--- src/rtl/rv32i_types.sv ---
// Shared RV32I pipeline types used by the fetch stage and its consumers.
// Holds the IF/ID stage register layout and the fetch FSM state encoding.
package rv32i_types;

    // Fetch FSM: issue a request, wait for the response, hold until decode takes it.
    typedef enum logic [1:0] {
        S_REQ  = 2'd0,
        S_WAIT = 2'd1,
        S_HOLD = 2'd2
    } fetch_state_t;

    // Payload handed from fetch to decode; fields are meaningful only when valid_s=1.
    typedef struct packed {
        logic        valid_s;
        logic [31:0] pc_s;
        logic [31:0] pc_next_s;
        logic [63:0] order_s;
    } if_id_stage_reg_t;

    localparam logic [3:0]  RMASK_REQ  = 4'hF;
    localparam logic [3:0]  RMASK_IDLE = 4'h0;
    localparam logic [31:0] PC_STEP    = 32'd4;

endpackage

--- src/rtl/if_fetch.sv ---
// Instruction fetch stage: one outstanding word request at a time, hands the
// response to decode and advances the PC and retire order when decode accepts.
// Optional macro FETCH_PIPE_EN: the advance cycle also issues the next request,
// giving back-to-back fetch against a 1-cycle memory.
//
// Handshake: move=1 while if_id_reg.valid_s=1 transfers the instruction to
// decode in that cycle; move while valid_s=0 has no effect. imem_resp is a
// one-cycle pulse honoured only in S_WAIT.
module if_fetch
    import rv32i_types::*;
#(
    parameter logic [31:0] RESET_PC = 32'h1eceb000
) (
    input  logic             clk,
    input  logic             rst_n,
    input  logic             move,
    output logic [31:0]      imem_addr,
    output logic [3:0]       imem_rmask,
    input  logic [31:0]      imem_rdata,
    input  logic             imem_resp,
    output if_id_stage_reg_t if_id_reg,
    output logic             fetch_busy,
    output fetch_state_t     dbg_state
);

    fetch_state_t r_state;
    fetch_state_t w_state_next;
    logic [31:0]  r_pc;
    logic [31:0]  w_pc_next;
    logic [31:0]  w_pc_plus4;
    logic [63:0]  r_order;
    logic [63:0]  w_order_next;
    logic         w_advance;
    logic [31:0]  w_unused_rdata;

    // The instruction word is consumed by decode directly from memory.
    assign w_unused_rdata = imem_rdata;
    assign dbg_state      = r_state;

    // Next-state, memory request and decode payload; outputs forced idle in reset.
    always_comb begin
        w_state_next = r_state;
        w_pc_next    = r_pc;
        w_order_next = r_order;
        w_pc_plus4   = r_pc + PC_STEP;
        w_advance    = 1'b0;
        imem_addr    = 32'd0;
        imem_rmask   = RMASK_IDLE;
        fetch_busy   = 1'b0;
        if_id_reg    = '0;

        case (r_state)
            S_REQ: begin
                // Any stray response here belongs to an abandoned request.
                imem_addr    = r_pc;
                imem_rmask   = RMASK_REQ;
                w_state_next = S_WAIT;
            end
            S_WAIT: begin
                fetch_busy = 1'b1;
                if (imem_resp) begin
                    if_id_reg.valid_s = 1'b1;
                    w_advance         = move;
                    if (!move) begin
                        w_state_next = S_HOLD;
                    end
                end
            end
            S_HOLD: begin
                if_id_reg.valid_s = 1'b1;
                w_advance         = move;
            end
            default: begin
                w_state_next = S_REQ;
            end
        endcase

        if (if_id_reg.valid_s) begin
            if_id_reg.pc_s      = r_pc;
            if_id_reg.pc_next_s = w_pc_plus4;
            if_id_reg.order_s   = r_order;
        end

        if (w_advance) begin
            w_pc_next    = w_pc_plus4;
            w_order_next = r_order + 64'd1;
`ifdef FETCH_PIPE_EN
            imem_addr    = w_pc_plus4;
            imem_rmask   = RMASK_REQ;
            w_state_next = S_WAIT;
`else
            w_state_next = S_REQ;
`endif
        end

        if (!rst_n) begin
            imem_addr  = 32'd0;
            imem_rmask = RMASK_IDLE;
            fetch_busy = 1'b0;
            if_id_reg  = '0;
        end
    end

    // State, PC and retire-order registers.
    always_ff @(posedge clk or negedge rst_n) begin
        if (!rst_n) begin
            r_state <= S_REQ;
            r_pc    <= RESET_PC;
            r_order <= 64'd0;
        end else begin
            r_state <= w_state_next;
            r_pc    <= w_pc_next;
            r_order <= w_order_next;
        end
    end

endmodule

--- config.mk ---
export PLATFORM = sky130hd
export DESIGN_NAME = if_fetch
export DESIGN_NICKNAME = d
export VERILOG_FILES = /design/src/rtl/rv32i_types.sv /design/src/rtl/if_fetch.sv
export SDC_FILE = /design/constraint.sdc
export NUM_CORES = 1
export LEC_CHECK = 0
export ABC_AREA = 1
export CAP_MARGIN = 5
export CORE_ASPECT_RATIO = 1.4
export CORE_MARGIN = 2
export CORE_UTILIZATION = 44
export DETAILED_ROUTE_END_ITERATION = 7
export GPL_TIMING_DRIVEN = 1
export HOLD_SLACK_MARGIN = 0.02
export PLACE_DENSITY = 0.77
export SYNTH_ARGS = -nofsm -noshare
export SYNTH_HDL_FRONTEND = slang
export SYNTH_SLANG_ARGS = --single-unit
export TNS_END_PERCENT = 10
--- constraint.sdc ---
create_clock -name clk -period 1.5 [get_ports clk]
set_input_delay 0.225 -clock clk [delete_from_list [all_inputs] [get_ports clk]]
set_output_delay 0.225 -clock clk [all_outputs]
set_load 0.02 [all_outputs]
# Word level (Yosys, flattened, before mapping)
# Index checks and enable logic that the tools add are counted.
# word_totals
input_bits	36
reg_bits	98
word_cells	28
# op_classes
n_mux	16
reduce_logical	2
add_sub_neg	2
n_eq_ne	5
# ops
operator	count
$mux W129	1
$mux W128	1
$add A64 B1 Y64 const B	1
$mux W32	2
$add A32 B3 Y32 const B	1
$mux W4	2
$mux W2	3
$ne A3 B3 Y1 const B	2
$pmux W2 S3	1
$mux W1	4
$pmux W1 S2	2
$reduce_and A3 Y1	1
$eq A2 B1 Y1 const B	1
$eq A2 B2 Y1 const B	1
$logic_not A2 Y1	1
$ne A2 B2 Y1 const B	1

# Depth between registers and ports, before layout
# Gate-level depths: netlist of run 1.
# depth
depth_word	4
mapped_depth	13
mapped_depth_nobuf	12

# Worst setup path before layout of run 1
# OpenSTA, ideal clock, no wires.
# synth_timing
kind	reg2out
start	reg r_state[0], in the netlist dbg_state[0]
end	out if_id_reg[10] (netlist bit)
stages_incl_launch_ff	9
path_slack_ns	-0.678
arrival_ns	1.953
path_cell_list	dfrtp_1 > inv_1 > ha_1 > nand2_1 > nor2_2 > inv_2 > buf_2 > buf_1 > nor2_1
# synth_rtl
item	line	text
from (decl)	if_fetch.sv:26	fetch_state_t r_state;
from (signal assigned)	if_fetch.sv:111	r_state <= w_state_next;
to (decl)	if_fetch.sv:21	output if_id_stage_reg_t if_id_reg,

==> results of run 1 <==
-- cells in the mapped netlist (4+ instances only) --
| master | instances |
|---|---|
| buf_2 | 5 |
| nand2_1 | 262 |
| buf_4 | 10 |
| dfrtp_1 | 84 |
| clkbuf_1 | 15 |
| nand2_2 | 14 |
| o21ai_0 | 18 |
| nand3_1 | 58 |
| xor2_1 | 64 |
| nand3_2 | 5 |
| dfstp_2 | 12 |
| nor3_1 | 13 |
| nor2_4 | 11 |
| inv_1 | 156 |
| nor2_2 | 22 |
| a21oi_1 | 12 |
| nand4_1 | 15 |
| ha_1 | 6 |
| o21ai_1 | 4 |
| nor2_1 | 240 |
| inv_2 | 7 |
-- layer usage --
metal / part of all wire [%] / vias to the layer above / global-route usage, %
met2: 55 / 313 / 53.3
met4: 4.8 / 0 / 12.7
met5: 0 / - / 0
met3: 5.3 / 78 / 3.95
li1: - / 3866 / -
met1: 35 / 3733 / 31.9
-- critical path, cell delays in order (launching register included) --
cell and delay (ps):
dfrtp_2 430, inv_2 80, ha_2 290, nand2_2 90
nor2_4 40, buf_12 150, inv_8 140, buf_12 240
nor2_4 40, buf_4 150
-- worst paths after layout --
check | cells past startpoint | to | slack [ps] | start
max reg2reg | 13 | r_order[18] | -450 | dbg_state[1]
min | 3 | dbg_state[0] | 50 | rst_n
max in group asynchronous | 3 | dbg_state[1] | 990 | rst_n
min reg2reg | 1 | r_order[63] | 470 | r_order[63]
max | 9 | if_id_reg[15] | -740 | dbg_state[0]
min in group clk | 1 | r_order[63] | 470 | r_order[63]
-- repair_timing --
action,4_1_cts,5_1_grt
cloned,4,2
setup endpoints to repair,258,258
setup buffers,10,2
pin swaps,22,23
gates resized for setup,627,345
-- kinds of logic after synthesis --
| group | Yosys count | synth area share (%) |
|---|---|---|
| XOR/XNOR | 65 | 8.37 |
| buffers and inverters | 198 | 11.5 |
| AO/OA/AOI/OAI | 35 | 2.58 |
| adder cells (fa/ha/maj) | 6 | 1.09 |
| other | 1 | 0.0544 |
| flip-flops | 96 | 35.1 |
| AND/OR/NAND/NOR | 654 | 41.3 |
-- area by class of cell --
class / instances / area (um^2) / share of cell area (%)
tap: 196 / 245 / 2.07
clock inverter: 5 / 40.0 / 0.338
timing repair inverter: 2 / 27.5 / 0.233
timing repair buffer: 365 / 3300 / 27.9
sequential: 96 / 2420 / 20.5
multi-input combinational: 766 / 4930 / 41.6
inverter: 164 / 631 / 5.33
clock buffer: 11 / 243 / 2.05
-- flip-flops by register name, indices dropped and copies added (netlist names) --
signal / cells
r_pc: 30
r_order: 64
dbg_state: 2
-- stage by stage --
step	utilization (%)	TNS [ps]
global route	76.5	-139020
global placement	70.9	-143950
detailed placement	70.9	-147970
CTS	73.4	-142350
floorplan	-	-53650
finish	76.5	-118280
-- report_power, final --
| part | switching (W) | internal (W) |
|---|---|---|
| combinational | 0.00293 | 0.00213 |
| clock | 0.00104 | 0.00118 |
| sequential | 0.000216 | 0.00281 |
==> impl_metrics.ini, run 1 <==
[logic_synthesis]
syn_area_per_cell_um2 = 6.54
synth_seq_area_share_pct = 35.1
synth-edff-count = 0
syn_inst = 1055
synth_top_area_share_pct = 30.5
synth_ff_type = dfrtp_1
ys_seq_elements = 96
synth_top_cell_by_area = dfrtp_1
async_reset_ff_share_pct = 100
yosys_warnings = 0
synthDistinctLibCells = 35
syn_area_um2 = 6900
synth_top_cells_by_area = dfrtp_1 30%, nand2_1 14%, nor2_1 13%, inv_1 8.5%, xor2_1 8.1%

[finish]
drive_above_1_share_pct = 46.6
diodes = 0
layout.cells.non_filler = 1605
final_common_cell = buf_4
area_growth_pct = 71.7
final_area_um2 = 11800
final_cell_mix = 261 x buf_4, 248 x nand2_1, 149 x inv_1
nFillCells = 1072
nNetsFinal = 1446

[global_route]
grt.overflow.total = 0
track_usage_pct = 28.9
grt_pass1_wl_mm = 38.0
grt_antenna_before_repair = 0
grt_start_max_net_pins = 97
grt_pass1_vias = 7897

[status]
violations = negative setup slack
outcome = complete, but fails checks

[timing]
tightest_slew_ps = 554
fmax_mhz = 446
slew-limit-headroom_pct = 63.1
final_max_slew_viol_count = 0
finalCritPeriodShare_pct = 150
clock_skew_ps = 9.00
setup_ws_ps = -743
setup_violations = 256
rsz0062_at_grt = true
final-hold-violation-count = 0
period_needed_ps = 2240
hold_ws_ps = 49.5

[die]
initial_core_util_pct = 44.6
die_w_um = 110
core-area_um2 = 15500
die_h_um = 152
die_area_um2 = 16700
num_rows = 54
io_pins = 204

[pwr]
power.total_w = 0.0103
p_leak_nw = 5.55
power_density_nw_per_um2 = 871
max-vdd-ir-drop_uv = 584

[clock_network]
cts_root_buf = clkbuf_16
holdBufCountCts = 0
clockBufferDepth = 2
numCtsBuffers = 9
clkLatencyLatePin_ps = 350
cts_tree = done
h-tree-depth = 3
clkTransAtPathRegs_ps = 70
clock-sinks = 96

[worst_hold_path]
hp-class = in -> async

[routing]
wl_per_cell_um = 15.3
vias = 7990
wirelength_mm = 24.6
drcViolationCount = 0
via_per_inst = 4.98
ant_nets = 0
drt-initial-drc-count = 384
drt_pass1_iterations = 5

[placed_design]
dp_hpwl_mm = 18.1
finalWeightedCongestion = 0.986
dp_cells = 1571
portBuffers = 165
place_area_um2 = 11000
pre_cts_slack_ps = -882

[critical_path]
cp.required_ps = 1270
crit_path_end_kind = output pin
critPathLaunchType = flip-flop
critical_path_class = reg -> out
crit_path_max_fanout = 17
arrival_ps = 2020

[run]
drv_cap = 0
Power figures use the tool's default switching activity.
==> run 2: changes to the inputs <==
- SKIP_CTS_REPAIR_TIMING: unset -> 1
==> impl_metrics.ini, run 2 (synthesis gave the netlist of run 1 again) <==
[status]
outcome = complete, but fails checks
violations = negative setup slack

[global_route]
grt_pass1_vias = 7600
track_usage_pct = 27.3
grt_start_max_net_pins = 97
grt.overflow.total = 0
grt_antenna_before_repair = 0
grt_pass1_wl_mm = 36.1

[routing]
wirelength_mm = 22.6
ant_nets = 0
drcViolationCount = 0
via_per_inst = 4.86
wl_per_cell_um = 14.2
drt_pass1_iterations = 5
vias = 7746
drt-initial-drc-count = 422

[clock_network]
cts_tree = done
numCtsBuffers = 9
h-tree-depth = 3
cts_root_buf = clkbuf_16
clkTransAtPathRegs_ps = 70
clockBufferDepth = 2
clock-sinks = 96
clkLatencyLatePin_ps = 340

[finish]
nNetsFinal = 1434
final_area_um2 = 11000
final_common_cell = nand2_1
largest_reg_flops = 64
final_cell_mix = 256 x nand2_1, 190 x buf_4, 149 x inv_1
diodes = 0
final_util_pct = 71.2
top_register = r_order
drive_above_1_share_pct = 39.9
area_growth_pct = 59.8

[pwr]
max-vdd-ir-drop_uv = 573
p_leak_nw = 5.57
power_density_nw_per_um2 = 865

[timing]
fmax_mhz = 445
final-hold-violation-count = 0
setup_ws_ps = -745
slew-limit-headroom_pct = 64.7
tightest_slew_ps = 530
setup_tns_ps = -135330
period_needed_ps = 2240
rsz0062_at_grt = true
finalCritPeriodShare_pct = 150
final_max_slew_viol_count = 0
hold_ws_ps = 59.6
setup_violations = 258
clock_skew_ps = 8.58

[die]
die_area_um2 = 16700
num_rows = 54
die_h_um = 152
die_w_um = 110
core-area_um2 = 15500
initial_core_util_pct = 44.6
io_pins = 204

[placed_design]
finalWeightedCongestion = 0.986
portBuffers = 165
dp_hpwl_mm = 18.1
place_area_um2 = 11000

[critical_path]
critPathLaunchType = flip-flop
crit_path_max_fanout = 4
r2r_cells = 10
timing.rr.end = dbg_state[1]
arrival_ps = 2020
crit_path_end_kind = output pin
timing.rr.start = dbg_state[0]
critical_path_class = reg -> out
cp.required_ps = 1270
r2r_slack_ps = -470

[run]
drv_cap = 0

[worst_hold_path]
hp-class = in -> async
run 2: changes by cell type in the layout (fill, tap and decap cells not counted), moves of 8 or more:
cell / delta
buf_4: -71
buf_6: -73
clkbuf_2: +88
clkdlybuf4s50_1: +26
dlymetal6s2s_1: +22
nand2_1: +8
nor2_1: +16
nor2_4: -12
run 2: how the worst max path moves through the flow:
| stage | from | endpoint |
|---|---|---|
| 3_5_place_dp | imem_resp | if_id_reg[41] |
| 6_report | r_pc[12] | if_id_reg[84] |
| 4_1_cts | r_pc[2] | if_id_reg[85] |
| 3_3_place_gp | imem_resp | if_id_reg[100] |
| 2_1_floorplan | dbg_state[0] | if_id_reg[100] |
| 5_1_grt | r_pc[18] | if_id_reg[84] |
run 2: per-stage QoR:
stage / std cells / power (W) / setup WS, ps
after floorplan: 1060 / 0.00575 / -387
after global routing: 1593 / 0.0101 / -844
after CTS: 1587 / 0.00979 / -1240
final: 1593 / 0.00954 / -745
after detailed placement: 1571 / 0.00755 / -882
after global placement: 1571 / 0.00745 / -855
run 2: area by class of cell:
class                      count  area [um^2]
multi-input combinational    766         4680
fill                        1216         4450
timing repair buffer         355         2770
sequential                    96         2420
inverter                     164          627
tap                          196          245
clock buffer                  11          243
clock inverter                 5         40.0
run 2: power by group:
part	leakage [nW]	internal, W	total (W)	switching (W)
Combinational	4.30	0.00168	0.00431	0.00263
Sequential	1.13	0.00281	0.00302	0.000210
Clock	0.140	0.00118	0.00221	0.00103
Total	5.57	0.00567	0.00954	0.00387
run 2: metal layers:
| metal | wire length [um] | global-route usage [%] | vias up | share of wire (%) |
|---|---|---|---|---|
| met4 | 996 | 11.9 | 0 | 4.4 |
| met1 | 8450 | 30.4 | 3606 | 37 |
| met2 | 12200 | 50.5 | 231 | 54 |
| li1 | - | - | 3851 | - |
| met5 | 0 | 0 | - | 0 |
| met3 | 988 | 3.17 | 58 | 4.4 |
run 2: critical path, stage by stage (launching register included):
cell	delay [ps]
dfstp_2	600
nand2_1	110
nor2_1	150
nand2_1	140
buf_4	170
o21ai_2	130
nand2_1	120
nor2_4	80
clkbuf_2	170
